File: src/rtl/pll_pkg.sv
// Shared types and constants for the PLL phase-control path.
package pll_pkg;

    // Reset divider of the DCO; the phase controller's shadow must start here too.
    localparam int unsigned DCO_DIV_INIT = 23;

    typedef enum logic [1:0] {
        StIdle,
        StTrack,
        StLocked
    } pll_state_e;

endpackage

File: src/rtl/edge_sync.sv
// Two-flop synchronizer for an asynchronous input, plus a one-cycle edge detector
// that fires on either polarity of the synchronized level.
module edge_sync (
    input  logic clk,
    input  logic reset_n,
    input  logic async_in,
    output logic sync_level,
    output logic edge_pulse
);

    logic s1_q, s2_q, s3_q;

    // s1/s2 resolve metastability; s3 is the previous synchronized level.
    always_ff @(posedge clk or negedge reset_n) begin
        if (!reset_n) begin
            s1_q <= 1'b0;
            s2_q <= 1'b0;
            s3_q <= 1'b0;
        end else begin
            s1_q <= async_in;
            s2_q <= s1_q;
            s3_q <= s2_q;
        end
    end

    assign sync_level = s2_q;
    assign edge_pulse = s2_q ^ s3_q;

endmodule

File: src/rtl/pll_phase_ctrl.sv
// Bang-bang phase detector and loop filter feeding the DCO with add/plus period
// corrections and a bothedge resync; keeps a shadow divider and reports lock.
module pll_phase_ctrl
    import pll_pkg::*;
#(
    parameter int unsigned DIV_INIT = DCO_DIV_INIT,
    parameter int unsigned DIV_MIN  = 8,
    parameter int unsigned DIV_MAX  = 64,
    parameter int unsigned K        = 4,
    parameter int unsigned LOCK_N   = 16,
    parameter int unsigned TIMEOUT  = 1024
) (
    input  logic        clk,
    input  logic        reset_n,
    input  logic        data_in,
    input  logic        pwm_clk,
    output logic        add,
    output logic        plus,
    output logic        bothedge,
    output logic        lock,
    output logic [15:0] div_est
);

    localparam int unsigned AccW  = $clog2(K) + 2;
    localparam int unsigned LockW = $clog2(LOCK_N + 1);
    localparam int unsigned ToW   = $clog2(TIMEOUT + 1);

    localparam logic signed [AccW-1:0] AccPos = AccW'(K);
    localparam logic signed [AccW-1:0] AccNeg = -AccPos;
    localparam logic [LockW-1:0]       LockMax = LockW'(LOCK_N);
    localparam logic [ToW-1:0]         ToLast  = ToW'(TIMEOUT - 1);
    localparam logic [15:0]            DivMin  = 16'(DIV_MIN);
    localparam logic [15:0]            DivMax  = 16'(DIV_MAX);

    logic data_edge;
    logic data_level_unused;

    edge_sync u_edge_sync (
        .clk        (clk),
        .reset_n    (reset_n),
        .async_in   (data_in),
        .sync_level (data_level_unused),
        .edge_pulse (data_edge)
    );

    pll_state_e               state_q, state_d;
    logic signed [AccW-1:0]   acc_q, acc_d, acc_vote;
    logic [LockW-1:0]         lock_cnt_q, lock_cnt_d;
    logic [ToW-1:0]           to_cnt_q, to_cnt_d;
    logic [15:0]              div_q, div_d;
    logic                     hist_valid_q, hist_valid_d;
    logic                     hist_up_q, hist_up_d;
    logic                     add_q, add_d, plus_q, plus_d, both_q, both_d, lock_q, lock_d;
    logic                     corr, corr_up, timeout_hit;

    // Early (pwm_clk low at the data edge) votes up, late votes down.
    assign acc_vote = pwm_clk ? (acc_q - AccW'(1)) : (acc_q + AccW'(1));

    // A data edge in the timeout cycle takes priority over the timeout.
    assign timeout_hit = (state_q != StIdle) && !data_edge && (to_cnt_q == ToLast);

    // Next-state, loop filter, lock/drift tracking and pulse generation.
    always_comb begin
        state_d      = state_q;
        acc_d        = acc_q;
        lock_cnt_d   = lock_cnt_q;
        div_d        = div_q;
        hist_valid_d = hist_valid_q;
        hist_up_d    = hist_up_q;
        add_d        = 1'b0;
        plus_d       = 1'b0;
        both_d       = 1'b0;
        corr         = 1'b0;
        corr_up      = 1'b0;

        if (data_edge) begin
            to_cnt_d = '0;
        end else if (state_q != StIdle) begin
            to_cnt_d = to_cnt_q + 1'b1;
        end else begin
            to_cnt_d = '0;
        end

        unique case (state_q)
            StIdle: begin
                acc_d        = '0;
                lock_cnt_d   = '0;
                hist_valid_d = 1'b0;
                if (data_edge) begin
                    both_d  = 1'b1;
                    state_d = StTrack;
                end
            end
            StTrack, StLocked: begin
                if (data_edge) begin
                    if (acc_vote == AccPos) begin
                        corr    = 1'b1;
                        corr_up = 1'b1;
                        acc_d   = '0;
                        if (div_q != DivMax) begin
                            add_d = 1'b1;
                            div_d = div_q + 16'd1;
                        end
                    end else if (acc_vote == AccNeg) begin
                        corr  = 1'b1;
                        acc_d = '0;
                        if (div_q != DivMin) begin
                            plus_d = 1'b1;
                            div_d  = div_q - 16'd1;
                        end
                    end else begin
                        acc_d = acc_vote;
                    end

                    if (corr) begin
                        lock_cnt_d = '0;
                    end else if (lock_cnt_q != LockMax) begin
                        lock_cnt_d = lock_cnt_q + 1'b1;
                    end

                    if (state_q == StTrack) begin
                        if (!corr && (lock_cnt_d == LockMax)) begin
                            state_d      = StLocked;
                            hist_valid_d = 1'b0;
                        end
                    end else if (corr) begin
                        // Same direction twice in a row is drift; alternating is dither.
                        if (hist_valid_q && (hist_up_q == corr_up)) begin
                            state_d      = StTrack;
                            lock_cnt_d   = '0;
                            hist_valid_d = 1'b0;
                        end else begin
                            hist_valid_d = 1'b1;
                            hist_up_d    = corr_up;
                        end
                    end
                end else if (timeout_hit) begin
                    state_d      = StIdle;
                    acc_d        = '0;
                    lock_cnt_d   = '0;
                    hist_valid_d = 1'b0;
                end
            end
            default: begin
                state_d = StIdle;
            end
        endcase

        lock_d = (state_d == StLocked);
    end

    // State and registered outputs; reset clears pulses immediately.
    always_ff @(posedge clk or negedge reset_n) begin
        if (!reset_n) begin
            state_q      <= StIdle;
            acc_q        <= '0;
            lock_cnt_q   <= '0;
            to_cnt_q     <= '0;
            div_q        <= 16'(DIV_INIT);
            hist_valid_q <= 1'b0;
            hist_up_q    <= 1'b0;
            add_q        <= 1'b0;
            plus_q       <= 1'b0;
            both_q       <= 1'b0;
            lock_q       <= 1'b0;
        end else begin
            state_q      <= state_d;
            acc_q        <= acc_d;
            lock_cnt_q   <= lock_cnt_d;
            to_cnt_q     <= to_cnt_d;
            div_q        <= div_d;
            hist_valid_q <= hist_valid_d;
            hist_up_q    <= hist_up_d;
            add_q        <= add_d;
            plus_q       <= plus_d;
            both_q       <= both_d;
            lock_q       <= lock_d;
        end
    end

    assign add      = add_q;
    assign plus     = plus_q;
    assign bothedge = both_q;
    assign lock     = lock_q;
    assign div_est  = div_q;

endmodule

File: config.mk
export PLATFORM = sky130hd
export DESIGN_NAME = pll_phase_ctrl
export DESIGN_NICKNAME = d
export VERILOG_FILES = /design/src/rtl/pll_pkg.sv /design/src/rtl/edge_sync.sv /design/src/rtl/pll_phase_ctrl.sv
export SDC_FILE = /design/constraint.sdc
export NUM_CORES = 1
export LEC_CHECK = 0
export BUFFER_PORTS_ARGS = -buffer_cell sky130_fd_sc_hd__buf_2
export CAP_MARGIN = 20
export CORE_MARGIN = 2
export CORE_UTILIZATION = 60
export DETAILED_ROUTE_END_ITERATION = 10
export PLACE_DENSITY_LB_ADDON = 0.1
export SYNTH_ARGS = -nofsm -noshare
export SYNTH_HDL_FRONTEND = slang
export SYNTH_SLANG_ARGS = --single-unit
File: constraint.sdc
create_clock -name clk -period 4.1 [get_ports clk]
set_input_delay 0.41 -clock clk [delete_from_list [all_inputs] [get_ports clk]]
set_output_delay 0.41 -clock clk [all_outputs]
set_load 0.005 [all_outputs]
Word level (Yosys, flattened, before mapping):

Cells that the tools add are included.
W data, S select, Z words.

* bitwise gates (word level): 3
* add/sub/neg operators: 6
* muxes and demuxes: 55
* reduce and logical (&&, ||, !) cells: 16
* equal/unequal tests: 15

Operators by type and width (count)
* $mux W16: 4
* $mux W5: 9
* $mux W1: 24
* $mux W11: 2
* $mux W4: 5
* $add A16 B1 Y16 const B: 1
* $ne A16 B4 Y1 const B: 1
* $ne A16 B7 Y1 const B: 1
* $sub A16 B1 Y16 const B: 1
* $mux W2: 7
* $add A11 B1 Y11 const B: 1
* $eq A11 B10 Y1 const B: 1
* $pmux W5 S2: 1
* $reduce_and A5 Y1: 2
* $ne A4 B4 Y1 const B: 2
* $pmux W4 S2: 1
* $reduce_bool A2 Y1: 4
* $add A5 B1 Y5 const B: 1
* $eq A5 B5 Y1 const B: 1
* $ne A5 B5 Y1 const B: 1
* $add A4 B2 Y4 const B: 1
* $eq A2 B2 Y1 const B: 2
* $eq A4 B3 Y1 const B: 1
* $eq A4 B4 Y1 const B: 1
* other kinds (15): 20

* input port bits: 4
* output and inout port bits: 20
* register bits: 47

Logic depth before layout (Yosys ltp):

* word-level depth: 17
* gate-level depth with buffers: 12

Cells and area by module:

A second synthesis with hierarchy kept.

* cell total of the unflattened synthesis: 299
* area, all modules: 3056.7 sq um

Modules (own cells, without submodules)
* pll_phase_ctrl: times used 1, area each 2972.9 sq um, cells an instance 295
* edge_sync: times used 1, area each 83.8 sq um, cells an instance 4

Worst setup path after synthesis:

OpenSTA, ideal clock, no wires.

* path kind: input to register
* from: in pwm_clk
* to: reg div_q[14] (netlist: div_est[14])
* arrival: 3.067 ns
* data required time: 3.980 ns
* cell stages on the path: 11
* setup time: 0.120 ns
* path slack: 0.914 ns
* cells stage by stage: fa_1 xor2_1 and2_1 nand3_2 ha_1 nor2b_1 o31a_1 o21ai_2 a211oi_1 or3_1 a31o_1

* word-level cells in the longest chain between the ends: 4
* elaborated cells on any way between the ends: 8
* classes of those cells: 3 x eq/ne; 2 x mux; 3 x reduce/logical

Ends and longest elaborated chain
* start, declared: RTL line pll_phase_ctrl.sv:16 `input logic pwm_clk,`
* $mux W4 (*): RTL line pll_phase_ctrl.sv:57 `assign acc_vote = pwm_clk ? (acc_q - AccW'(1)) : (acc_q + AccW'(1));`
* $eq A4 B4 Y1 or $eq A4 B3 Y1 (tied branches): RTL line pll_phase_ctrl.sv:96, pll_phase_ctrl.sv:104
* $ne A2 B1 Y1 (no source line) or $reduce_bool A2 Y1 (tied branches)
* $reduce_and A5 Y1 (no source line)
* end signal, assigned: RTL line pll_phase_ctrl.sv:159 `div_q <= 16'(DIV_INIT);`
* end signal, assigned: RTL line pll_phase_ctrl.sv:171 `div_q <= div_d;`
* end, declared: RTL line pll_phase_ctrl.sv:50 `logic [15:0] div_q, div_d;`

Mark *: on every way between the ends. The rest lies on a longest branch, timed or not.
A chain may end at the register's enable or synchronous reset.

Final worst setup path:

* from: reg acc_q[0]
* to: reg div_q[14] (netlist: div_est[14])

* word-level cells in the longest chain between the ends: 5
* elaborated cells on any way between the ends: 10
* classes of those cells: 2 x add/sub; 3 x eq/ne; 2 x mux; 3 x reduce/logical

Ends and longest elaborated chain
* start, declared: RTL line pll_phase_ctrl.sv:47 `logic signed [AccW-1:0] acc_q, acc_d, acc_vote;`
* start signal, assigned: RTL line pll_phase_ctrl.sv:156 `acc_q <= '0;`
* start signal, assigned: RTL line pll_phase_ctrl.sv:168 `acc_q <= acc_d;`
* $add A4 B2 Y4 or $sub A4 B2 Y4 (tied branches): RTL line pll_phase_ctrl.sv:57
* $mux W4 (*): RTL line pll_phase_ctrl.sv:57
* $eq A4 B4 Y1 or $eq A4 B3 Y1 (tied branches): RTL line pll_phase_ctrl.sv:96, pll_phase_ctrl.sv:104
* $ne A2 B1 Y1 (no source line) or $reduce_bool A2 Y1 (tied branches)
* $reduce_and A5 Y1 (no source line)

Marked as above.

==> qor.json <==
{
  "timing.critical_path.buf_inv": 0,
  "cts.repair_timing.setup_buffer_count": 0,
  "post_route_cells_drive_above_1_share_pct": 13.9,
  "finalClockSkew_ns": 0.0124,
  "netlist_area_before_placement_um2": 3140,
  "ctsLongestPathBuffers": 2,
  "clock_insertion_delay_worst_skew_ns": 0.30,
  "cts_hold_buf": 0,
  "worstMarginPinSlew_ns": 0.506,
  "yosys-top-cells-count": "43 x dfrtp_1, 34 x nand2_1, 30 x nor2_1, 24 x ha_1, 21 x o21ai_0",
  "grt_antenna_before_repair": 0,
  "cts-htree-levels": 2,
  "synth_area_per_cell_um2": 9.27,
  "maxCapViolations": 0,
  "post-dp-hpwl_um": 4700,
  "cp-start-kind": "register",
  "grt_start_max_net_pins": 48,
  "fp.dieW_um": 76.4,
  "setup_ws_ns": 0.577,
  "worst_hold_slack_ns": 0.00805,
  "synth_enable_flop_cells": 0,
  "fillCellCount": 435,
  "synth-warning-count": 0,
  "diodes": 0,
  "tritoncts": "built",
  "maximum_clock_frequency_mhz": 284,
  "crit_chain": "fa_1 -> xor2_1 -> and2_1 -> nand3_2 -> ha_1 -> nor2b_1 -> o31a_1 -> o21ai_2 -> a211oi_1 -> or3_1 -> a31o_1",
  "synth_top_area_share_pct": 34.2,
  "setup.worst_path.class": "register to register",
  "cp.arrival_ns": 3.72,
  "post_cts_resize_count": 0,
  "cellLeakagePower_uw": 0.00153,
  "clock_transition_at_the_registers_of_the_reported_paths_ns": 0.09,
  "critical_path.slowest_cell": "ha_1",
  "synth.area.top_cells": "dfrtp_1 34%, ha_1 9.6%, xor2_1 4.2%",
  "dp_worst_setup_slack_ns": 0.419,
  "clock-root-buffer": "clkbuf_8",
  "worstSetupEndpointType": "register",
  "initial_utilization_pct": 61.9,
  "synth.net_count": 369,
  "clock-sinks": 47,
  "run_status": "completed",
  "cts_inserted_buffers": 5,
  "final_cells": 437,
  "grt_remaining_overflow": 0,
  "seq_area_um2": 1180,
  "drc_errors_left": 0,
  "synth.lib_cells_used.distinct": 62,
  "vdd.ir_drop.worst_uv": 586,
  "dominantRegCellSynth": "dfrtp_1",
  "routabilityCongestion": 0.875,
  "final_report_hold_violation_count": 0,
  "num_vias": 2527,
  "final.setup.tns_ns": 0,
  "dieHeight_um": 76.4,
  "worst_slew_margin_rel_pct": 66.1,
  "multiInputGateArea_um2": 1890,
  "cpPeakStageDelay_ns": 0.48,
  "core-area_um2": 5070,
  "placement.io_buffers": 23,
  "design.final.nets": 396,
  "path_delay_family": "simple AND/OR/NAND/NOR gates",
  "dr.first_iter.drc_count": 126,
  "drt_first_pass_iters": 4,
  "vias_per_cell": 5.78,
  "min-delay-path-class": "primary input to asynchronous set/reset pin",
  "die_area_um2": 5830,
  "setup-violations-final": 0,
  "synth_seq_area_share_pct": 37.6,
  "power-per-cell-area_nw_per_um2": 784,
  "groute.usage.overall_pct": 22.5,
  "routed_wire_length_per_instance_um": 14.4,
  "report.final.slew_viol_count": 0,
  "grt_first_pass_wirelength_um": 10800,
  "synth_async_sr_flop_share_pct": 100,
  "unrepaired_setup_endpoints_after_global_routing": "false",
  "instance_count_after_placement_with_tap_cells_included": 428,
  "period_needed_ns": 3.52,
  "number_of_global_route_vias_before_repair": 2441,
  "yosysMostFrequentCell": "dfrtp_1",
  "final_antenna_net_count": 0,
  "routed_wl_um": 6270,
  "postSynthRegisterBits": 47,
  "synth_area_leader_cell": "dfrtp_1",
  "post-route-period-util_pct": 85.9,
  "fp-row-count": 26,
  "area_growth_pct": 10.1,
  "io_pins": 24,
  "postSynthCellCount": 339,
  "worst_path_required_time_ns": 4.30,
  "worst-path-max-fanout": 17
}
final cells by class:
class                   count  share of cell area, %
clock buffers               5                   1.99
clock inverters             3                   1.34
inverters                  13                   1.41
multi-input cells         275                   54.7
flip-flops and latches     47                   34.1
well taps                  70                   2.53
repair buffers             24                   3.91
power breakdown:
| part | internal (µW) | switching [µW] | total, µW |
|---|---|---|---|
| Clock | 184 | 167 | 351 |
| Combinational | 703 | 926 | 1630 |
| Sequential | 593 | 139 | 732 |
metrics by stage:
step	total power (µW)	utilization (%)	instance area, µm²
2_1_floorplan	1980	-	3140
3_3_place_gp	2330	65.5	3320
3_5_place_dp	2360	65.5	3320
4_1_cts	2720	67.8	3440
5_1_grt	2970	68.2	3460
6_report	2710	68.2	3460
metal layers:
metal,track usage (%),wire length [µm],up-vias
li1,-,-,1288
met1,27.0,2870,1199
met2,41.3,3170,29
met3,4.03,121,11
met4,6.00,106,0
met5,0,0,-
cell usage in the layout (no fill, tap or decap), drive strengths merged, types with 2 or more instances in the layout:
cell type	n
dfrtp	43
nand2	34
o21ai	33
nor2	30
ha	24
buf	24
a21oi	20
xor2	15
nand3	15
inv	14
xnor2	13
and3	10
nor4	6
a21o	5
and2	5
a211oi	5
o21a	5
clkbuf	5
dfstp	4
nor3	4
nand4	3
nand3b	3
nor2b	3
nand2b	3
a31oi	3
mux2	2
o31ai	2
a22o	2
o21bai	2
or3	2
a31o	2
fa	2
nor3b	2
o2111ai	2
cells by family after synthesis:
| group | share of synthesized area [%] |
|---|---|
| fa+ha+maj | 10.8 |
| flops | 37.6 |
| simple gates | 19.8 |
| mux | 1.04 |
| xor+xnor | 8.04 |
| compound gates | 20.5 |
| buf+inv | 2.19 |
worst register-to-register path: cells and delay by family, from the launching register on:
family,cells,cell delay (ns)
compound gates,4,0.76
xor+xnor,1,0.24
fa+ha+maj,2,0.90
flops,1,0.44
simple gates,4,1.08
flip-flops by register name, indices dropped and copies added (netlist names), 2 cells and up:
signal,cells
acc_q,4
to_cnt_q,11
state_q,2
lock_cnt_q,5
div_est,16
path summary, 6_finish.rpt:
check | from | to | slack, ns | cells past startpoint
setup / recovery | acc_q[0]$_DFFE_PN0P_ | div_est[14]$_DFFE_PN0P_ | 0.58 | 11
hold / removal | reset_n | add$_DFF_PN0_ | 0.008 | 1
setup reg to reg | acc_q[0]$_DFFE_PN0P_ | div_est[14]$_DFFE_PN0P_ | 0.58 | 11
hold reg to reg | u_edge_sync.s1_q$_DFF_PN0_ | u_edge_sync.sync_level$_DFF_PN0_ | 0.37 | 0
max in group asynchronous | reset_n | div_est[1]$_DFFE_PN1P_ | 3.54 | 2
min in group clk | data_in | u_edge_sync.s1_q$_DFF_PN0_ | 0.21 | 1
No activity file was read; power rests on OpenSTA's default activity.
